**config.mk**
```make
export PLATFORM = sky130hd
export DESIGN_NAME = debug_ctrl
export DESIGN_NICKNAME = d
export VERILOG_FILES = /design/src/rtl/debug_ctrl.sv
export SDC_FILE = /design/constraint.sdc
export NUM_CORES = 1
export LEC_CHECK = 0
export ABC_AREA = 1
export CORE_UTILIZATION = 45
export CTS_BUF_LIST = sky130_fd_sc_hd__clkbuf_16
export CTS_CLUSTER_DIAMETER = 120
export DETAILED_ROUTE_END_ITERATION = 10
export PLACE_DENSITY = 0.78
export SLEW_MARGIN = 20
export SYNTH_ARGS = -nofsm -noshare
export SYNTH_HDL_FRONTEND = slang
export SYNTH_SLANG_ARGS = --single-unit
```
**constraint.sdc**
```tcl
create_clock -name clk -period 1.94 [get_ports clk]
set_clock_uncertainty 0.15 [all_clocks]
set_input_delay 0.388 -clock clk [delete_from_list [all_inputs] [get_ports clk]]
set_output_delay 0.388 -clock clk [all_outputs]
set_load 0.05 [all_outputs]
```
**src/rtl/debug_ctrl.sv**
```systemverilog
`default_nettype none
// ============================================================================
// Module      : debug_ctrl
// Description : Debugger command sequencer. It sits between the UART receiver,
//               the UART transmitter and the MIPS pipeline. It decodes
//               one-byte host commands, gates the pipeline clock enable for
//               run / single-step / clear, and streams a DUMP_BYTES-long
//               debug snapshot to the transmitter one byte at a time using a
//               start/done handshake.
//
// Commands    : 'c' 0x63 run    'p' 0x70 step    'r' 0x72 clear
//               'd' 0x64 dump   'h' 0x68 halt (honoured only while running)
//
// Ports       : clk         system clock, all logic on posedge
//               reset       synchronous, active-high reset
//               rx_data     received command byte
//               rx_done     receiver done (level, one rising edge per byte)
//               halt        pipeline reached a halt instruction (level)
//               tx_done     transmitter finished current byte (level)
//               dump_data   snapshot byte, valid 1 cycle after dump_addr
//               tx_start    one-cycle pulse: transmit tx_data
//               tx_data     byte to transmit, held until tx_done rises
//               dump_addr   snapshot byte index
//               pipe_en     pipeline clock enable
//               pipe_clear  pipeline synchronous clear
//               busy        high in every state except IDLE and RUN
//
// Build macro : STEP_AUTO_DUMP_EN - when defined, every single-step is
//               followed by a full snapshot dump; when undefined the step
//               returns to IDLE and the host must request 'd' itself.
//
// Revision    : 1.0 - initial release
// ============================================================================

module debug_ctrl #(
    parameter int DUMP_BYTES = 16,
    parameter int ADDR_W     = 4,
    parameter int CLR_CYCLES = 4
) (
    input  logic              clk,
    input  logic              reset,
    input  logic [7:0]        rx_data,
    input  logic              rx_done,
    input  logic              halt,
    input  logic              tx_done,
    input  logic [7:0]        dump_data,
    output logic              tx_start,
    output logic [7:0]        tx_data,
    output logic [ADDR_W-1:0] dump_addr,
    output logic              pipe_en,
    output logic              pipe_clear,
    output logic              busy
);

    // ------------------------------------------------------------------------
    // Constants
    // ------------------------------------------------------------------------
    localparam logic [7:0] c_CMD_RUN   = 8'h63;  // 'c'
    localparam logic [7:0] c_CMD_STEP  = 8'h70;  // 'p'
    localparam logic [7:0] c_CMD_CLEAR = 8'h72;  // 'r'
    localparam logic [7:0] c_CMD_DUMP  = 8'h64;  // 'd'
    localparam logic [7:0] c_CMD_HALT  = 8'h68;  // 'h'

    localparam logic [ADDR_W-1:0] c_LAST_IDX = ADDR_W'(DUMP_BYTES - 1);

    // The clear counter is preloaded with CLR_CYCLES-1 and counts down to 0,
    // so pipe_clear stays high for exactly CLR_CYCLES cycles.
    localparam int                c_CNT_W    = (CLR_CYCLES > 1) ? $clog2(CLR_CYCLES) : 1;
    localparam logic [c_CNT_W-1:0] c_CLR_LOAD = c_CNT_W'(CLR_CYCLES - 1);

    // ------------------------------------------------------------------------
    // State encoding
    // ------------------------------------------------------------------------
    typedef enum logic [2:0] {
        S_IDLE  = 3'd0,
        S_RUN   = 3'd1,
        S_STEP  = 3'd2,
        S_CLEAR = 3'd3,
        S_LOAD  = 3'd4,
        S_SEND  = 3'd5,
        S_WAIT  = 3'd6
    } state_t;

    state_t               r_state;
    logic                 r_rx_done_q;
    logic                 r_tx_done_q;
    logic [ADDR_W-1:0]    r_idx;
    logic [c_CNT_W-1:0]   r_clr_cnt;

    // ------------------------------------------------------------------------
    // Edge detection and command decode
    // ------------------------------------------------------------------------
    // rx_done and tx_done are levels that may stay high for many cycles; only
    // their rising edges carry meaning. Because r_tx_done_q is refreshed every
    // cycle, a tx_done that is already high when WAIT is entered produces no
    // acknowledge until it has dropped and risen again.
    logic w_cmd_stb;
    logic w_tx_ack;
    logic w_cmd_run;
    logic w_cmd_step;
    logic w_cmd_clear;
    logic w_cmd_dump;
    logic w_cmd_halt;

    assign w_cmd_stb   = rx_done & ~r_rx_done_q;
    assign w_tx_ack    = tx_done & ~r_tx_done_q;

    assign w_cmd_run   = w_cmd_stb && (rx_data == c_CMD_RUN);
    assign w_cmd_step  = w_cmd_stb && (rx_data == c_CMD_STEP);
    assign w_cmd_clear = w_cmd_stb && (rx_data == c_CMD_CLEAR);
    assign w_cmd_dump  = w_cmd_stb && (rx_data == c_CMD_DUMP);
    assign w_cmd_halt  = w_cmd_stb && (rx_data == c_CMD_HALT);

    // ------------------------------------------------------------------------
    // Sequencer
    // ------------------------------------------------------------------------
    // All outputs are registered: each is updated on the same edge as the
    // state transition that implies it, so the value seen while sitting in a
    // state is the one that state calls for (pipe_en is high for every cycle
    // spent in RUN / STEP, busy mirrors "not IDLE and not RUN", and so on).
    always_ff @(posedge clk) begin
        if (reset) begin
            r_state     <= S_IDLE;
            r_rx_done_q <= 1'b0;
            r_tx_done_q <= 1'b0;
            r_idx       <= '0;
            r_clr_cnt   <= '0;
            tx_start    <= 1'b0;
            tx_data     <= '0;
            dump_addr   <= '0;
            pipe_en     <= 1'b0;
            pipe_clear  <= 1'b0;
            busy        <= 1'b0;
        end else begin
            r_rx_done_q <= rx_done;
            r_tx_done_q <= tx_done;

            // tx_start is a single-cycle pulse, raised only from SEND.
            tx_start    <= 1'b0;

            case (r_state)
                S_IDLE: begin
                    pipe_en    <= 1'b0;
                    pipe_clear <= 1'b0;
                    busy       <= 1'b0;
                    if (w_cmd_run) begin
                        r_state <= S_RUN;
                        pipe_en <= 1'b1;
                    end else if (w_cmd_step) begin
                        r_state <= S_STEP;
                        pipe_en <= 1'b1;
                        busy    <= 1'b1;
                    end else if (w_cmd_clear) begin
                        r_state    <= S_CLEAR;
                        pipe_clear <= 1'b1;
                        busy       <= 1'b1;
                        r_clr_cnt  <= c_CLR_LOAD;
                    end else if (w_cmd_dump) begin
                        r_state   <= S_LOAD;
                        r_idx     <= '0;
                        dump_addr <= '0;
                        busy      <= 1'b1;
                    end
                end

                // Only a halt (pin or 'h') leaves RUN; a simultaneous pin and
                // command are one event and start a single dump.
                S_RUN: begin
                    if (w_cmd_halt || halt) begin
                        r_state   <= S_LOAD;
                        pipe_en   <= 1'b0;
                        r_idx     <= '0;
                        dump_addr <= '0;
                        busy      <= 1'b1;
                    end
                end

                // Exactly one enabled pipeline cycle has elapsed on arrival.
                S_STEP: begin
                    pipe_en <= 1'b0;
`ifdef STEP_AUTO_DUMP_EN
                    r_state   <= S_LOAD;
                    r_idx     <= '0;
                    dump_addr <= '0;
                    busy      <= 1'b1;
`else
                    r_state <= S_IDLE;
                    busy    <= 1'b0;
`endif
                end

                S_CLEAR: begin
                    if (r_clr_cnt == '0) begin
                        r_state    <= S_IDLE;
                        pipe_clear <= 1'b0;
                        busy       <= 1'b0;
                    end else begin
                        r_clr_cnt <= r_clr_cnt - 1'b1;
                    end
                end

                // dump_addr was presented on entry; one cycle covers the
                // snapshot source's read latency.
                S_LOAD: begin
                    r_state <= S_SEND;
                end

                S_SEND: begin
                    tx_data  <= dump_data;
                    tx_start <= 1'b1;
                    r_state  <= S_WAIT;
                end

                // tx_data holds its value here until the transmitter acks.
                S_WAIT: begin
                    if (w_tx_ack) begin
                        if (r_idx == c_LAST_IDX) begin
                            r_state <= S_IDLE;
                            busy    <= 1'b0;
                        end else begin
                            r_idx     <= r_idx + 1'b1;
                            dump_addr <= r_idx + 1'b1;
                            r_state   <= S_LOAD;
                        end
                    end
                end

                default: begin
                    r_state    <= S_IDLE;
                    pipe_en    <= 1'b0;
                    pipe_clear <= 1'b0;
                    busy       <= 1'b0;
                end
            endcase
        end
    end

endmodule

`default_nettype wire

```
After elaboration in Yosys (flattened, before gate mapping)
Index checks and enable logic that the tools add are counted.

word-level totals
  bits in registers = 23
  latch bits = 0
  bits in writable memories = 0
  ROM bits = 0
  input port bits = 21
  output and inout port bits = 16
  word-level logic and storage cells = 102
  memories = 0

cells by class
  add/sub/neg operators = 2
  $mul = 0
  divide/modulo/power cells = 0
  $lt $le $gt $ge = 0
  equality and inequality tests = 24
  shift operators = 0
  mux-type cells = 40
  bitwise logic cells = 7
  reduce and logical (&&, ||, !) cells = 19

operators with widths
  cell                                            number
  == test 8 x 7 -> 1 bit (second input constant)  5
  two-way mux 4 bit                               7
  two-way mux 3 bit                               8
  != test 2 bit (second input constant)           11
  one-hot mux 3 bit (6 select lines)              1
  two-way mux 1 bit                               15
  one-hot mux 4 bit (3 select lines)              1
  AND reduction 5 bit                             2
  == test 3 bit (second input constant)           3
  two-way mux 2 bit                               4
  AND reduction 8 bit                             1
  == test 3 x 2 -> 1 bit (second input constant)  2
  one-hot mux 1 bit (3 select lines)              2
  logical AND 1 bit                               5
  != test 5 bit (second input constant)           1
  NOT 1 bit                                       5
  one-hot mux 1 bit (5 select lines)              1
  OR reduction 5 bit                              1
  adder 4 x 1 -> 4 bit (second input constant)    1
  == test 4 bit (second input constant)           1
  one-hot mux 2 bit (2 select lines)              1
  AND reduction 2 bit                             2
  AND reduction 4 bit                             1
  OR reduction 4 bit                              1
  9 further kinds                                 10

Longest topological paths before layout
  depth in word-level cells = 8
  gate-level depth with buffers = 11
  depth with buffers taken out = 11

Worst setup path after synthesis
OpenSTA, ideal clock, no wires.

  kind = register to register
  from = register r_idx[0]
  to = register r_idx[3]
  library setup time = 67 ps
  data arrival time = 1,591 ps
  required time = 1,723 ps
  setup slack = 132 ps
  cell stages (with the launch flop) = 10
  buffers on the path = 0
  path through = dfxtp_1 ha_1 nand2_1 o21ai_2 o21ai_1 nand2_1 nor2_4 inv_2 nand2_1 a21oi_2

on the way
  word-level cells in the longest chain between the ends = 4
  elaborated cells between the ends (all ways) = 7
  those cells by class = 1 x add/sub; 2 x eq/ne; 3 x mux; 1 x reduce/logical

ends and longest elaborated chain
  element                             line  source
  from (decl)                         87    logic [ADDR_W-1:0] r_idx;
  from (signal assigned)              221   r_idx <= r_idx + 1'b1;
  adder 4 x 1 -> 4 bit                221
  two-way mux 4 bit                   217   if (r_idx == c_LAST_IDX) begin
  two-way mux 4 bit                   216   if (w_tx_ack) begin
  one-hot mux 4 bit (3 select lines)  141   case (r_state)

Several ways; a longest one is shown, not always the timed one. The select of a mux whose other input is x is not followed.
A chain may end at the register's enable or synchronous reset.

Worst setup path in the final report
  from = input rx_done
  to = register r_idx[0]

on the way
  word-level cells in the longest chain between the ends = 5
  elaborated cells between the ends (all ways) = 13
  those cells by class = 5 x eq/ne; 1 x bitwise; 7 x reduce/logical

ends and longest elaborated chain
  element                          line  source
  from (decl)                      43    input logic rx_done,
  AND 1 bit *                      105   assign w_cmd_stb = rx_done & ~r_rx_done_q;
  logical AND 1 bit                112   assign w_cmd_halt = w_cmd_stb && (rx_data == c_CMD_HALT);
  logical OR 1 bit                 169   if (w_cmd_halt || halt) begin
  != test 2 bit (no line)          -
  AND reduction 8 bit (no line) *  -

Mark *: on every way between the ends. The rest lies on a longest branch, timed or not.

==> impl_metrics.py <==
metrics = {
    "placed_design": {
        "place.gp.congestion": 0.840,
        "post_dp_cell_area_um2": 1570,
        "hpwl_mm": 2.23,
        "port_buffers": 36,
        "pre_cts_ws_ps": -96.5,
    },
    "floorplanning": {
        "dieArea_um2": 2830,
        "core_region_area_um2": 2480,
        "ios": 37,
        "num_rows": 18,
        "die_w_um": 53.2,
        "start_util_pct": 47.6,
        "die_h_um": 53.2,
    },
    "clocking": {
        "ctsHoldBuffers": 0,
        "tritoncts": "done",
        "cts_setup_buffers": 0,
        "clk_transition_reported_paths_ps": 60,
        "cts_resized": 0,
        "clk_latency_ps": 260,
        "clkSinkCount": 23,
        "cts-root-buf": "clkbuf_16",
        "cts_buffer_depth": 2,
        "htreeDepth": 1,
        "cts_buffers": 3,
    },
    "yosys": {
        "synth.net_count": 201,
        "synth.most_common_cell": "nor2_1",
        "synth_edf_count": 0,
        "syn_inst": 178,
        "syn_area_per_cell_um2": 6.62,
        "async_reset_ff_share_pct": 0,
        "yosysSeqAreaShare_pct": 39.1,
        "synth.largest_area_cell": "dfxtp_1",
        "synth_top_cell_area_share_pct": 39.1,
        "synth-seq-cells": 23,
        "synth_flop_cell": "dfxtp_1",
        "syn-cell-area_um2": 1180,
        "synth_top_cells_by_count": "nor2_1 (41), nand2_1 (32), dfxtp_1 (23), inv_1 (15), o21ai_0 (10)",
        "synthTopCellsByArea": "dfxtp_1 (39%), nor2_1 (13%), nand2_1 (10%)",
        "ys_warn_count": 0,
        "ys_types": 23,
    },
    "drt": {
        "detail-route-antenna-nets": 0,
        "post_drt_wl_per_cell_um": 11.2,
        "routed_wl_mm": 2.83,
        "drtPass1Iterations": 4,
        "vias": 1237,
        "post_drt_via_cell_ratio": 4.91,
        "drtIter0Drc": 21,
        "drcViolationCount": 0,
    },
    "sta": {
        "tightest_slew_ps": 383,
        "maxSlewViolCount": 0,
        "finalSetupViolations": 0,
        "setup_ws_ps": 147,
        "finalCriticalPeriod_ps": 1790,
        "slew_headroom_pct": 74.5,
        "period_share_pct": 92.4,
        "hold_viol": 0,
        "max_freq_mhz": 558,
        "rsz0062_at_grt": "no",
        "setup_tns_ps": 0,
    },
    "critical_path": {
        "worstPathArrival_ps": 1790,
        "critPathMaxFanout": 6,
        "crit_type": "primary input to register",
        "crit_top_cell": "nor2_1",
        "cpMaxStageDelayCell": "clkdlybuf4s50_1",
        "start_kind": "primary input",
        "crit_path_end_kind": "register",
        "critical-path-max-stage-delay_ps": 510,
        "reg2regPathDepth": 9,
        "crit_chain": "clkdlybuf4s50_1 -> nand2_1 -> nor2_1 -> nand3_1 -> nand2_2 -> nand2_2 -> nor2_4 -> inv_2 -> nor2_1 -> nor2_1",
        "required_ps": 1940,
    },
    "layout": {
        "drive_gt1_share_pct": 20.7,
        "area_delta_synth_final_pct": 40.3,
        "diodes": 0,
        "fin_area_um2": 1650,
        "nets": 246,
    },
    "power_and_ir_drop": {
        "p_per_area_nw_per_um2": 700,
        "p_leak_nw": 0.754,
        "vdd_ir_drop_max_mv": 0.624,
    },
    "outcome": {
        "outcome": "complete, no violations",
    },
    "global_route": {
        "grt_use_total_pct": 21.7,
        "grt_max_degree": 15,
        "overflow": 0,
        "grt_pass1_wl_mm": 4.43,
        "grt_pass1_vias": 1136,
        "antenna_found_initial": 0,
    },
    "run": {
        "cap_violations": 0,
    },
    "hold_path": {
        "hold_class": "register to register",
        "hold_path_depth": 1,
    },
}
layout by cell type (no fill, tap or decap):
| cell | instances |
|---|---|
| a31oi_1 | 1 |
| o21ai_1 | 8 |
| nor2_1 | 41 |
| nor2_4 | 3 |
| and3_1 | 1 |
| inv_2 | 8 |
| nand4_1 | 2 |
| nand2_2 | 3 |
| buf_4 | 22 |
| a21oi_1 | 9 |
| ha_1 | 2 |
| inv_1 | 15 |
| nor3_1 | 1 |
| nor2_2 | 3 |
| o21ai_2 | 1 |
| clkinv_2 | 1 |
| clkdlybuf4s50_1 | 20 |
| clkbuf_16 | 3 |
| a21oi_2 | 2 |
| dfxtp_1 | 23 |
| o21ai_0 | 10 |
| nand2_1 | 32 |
| nand3b_1 | 1 |
| and2_1 | 1 |
| nand3_1 | 8 |
| xor2_1 | 1 |
sequential cells by signal (all words and copies together) (netlist names):
register     cells
r_idx            4
busy             1
pipe_clear       1
tx_data          8
r_state          3
r_tx_done_q      1
tx_start         1
pipe_en          1
r_rx_done_q      1
r_clr_cnt        2
power by group:
part	switching [W]	internal, W	leakage (nW)
Sequential	0.0000165	0.000488	0.186
Combinational	0.000114	0.0000889	0.527
Clock	0.000173	0.000277	0.0409
stage by stage:
step,std cells,total power (W),hold WS (ps),util (%)
detailed placement,248,0.000716,313,63.5
floorplan,178,0.000628,279,-
global route,252,0.00120,338,66.8
global placement,248,0.000708,289,63.5
CTS,252,0.00116,319,66.8
finish,252,0.00116,311,66.8
logic make-up after synthesis:
kind of cell	share of synthesized area (%)
AND/OR/NAND/NOR	35.9
AO/OA/AOI/OAI	14.2
buffers and inverters	7.96
flip-flops	39.1
adder cells (fa/ha/maj)	2.12
XOR/XNOR	0.743
worst max-delay path, delay by kind of cell:
family / cells / cell delay [ps]
AND/OR/NAND/NOR: 8 / 840
buffers and inverters: 2 / 570
layout make-up:
cell class	instances	area [um2]
tap	30	37.5
timing repair buffer	42	365
clock inverter	1	5.00
sequential	23	460
multi-input combinational	130	624
inverter	23	86.3
clock buffer	3	75.1
fill	227	823
path summary, 6_finish.rpt:
path | slack [ps] | startpoint | end
setup / recovery | 150 | rx_done | r_idx[0]
hold / removal | 310 | r_clr_cnt[0] | r_clr_cnt[0]
setup reg to reg | 310 | r_state[1] | r_idx[0]
hold reg to reg | 310 | r_clr_cnt[0] | r_clr_cnt[0]
layer usage:
layer	routed length, um	GRT usage, %
met5	0	0
met3	98	4.60
met4	51	9.65
met1	1220	23.5
met2	1470	39.9
Power figures use the tool's default switching activity.
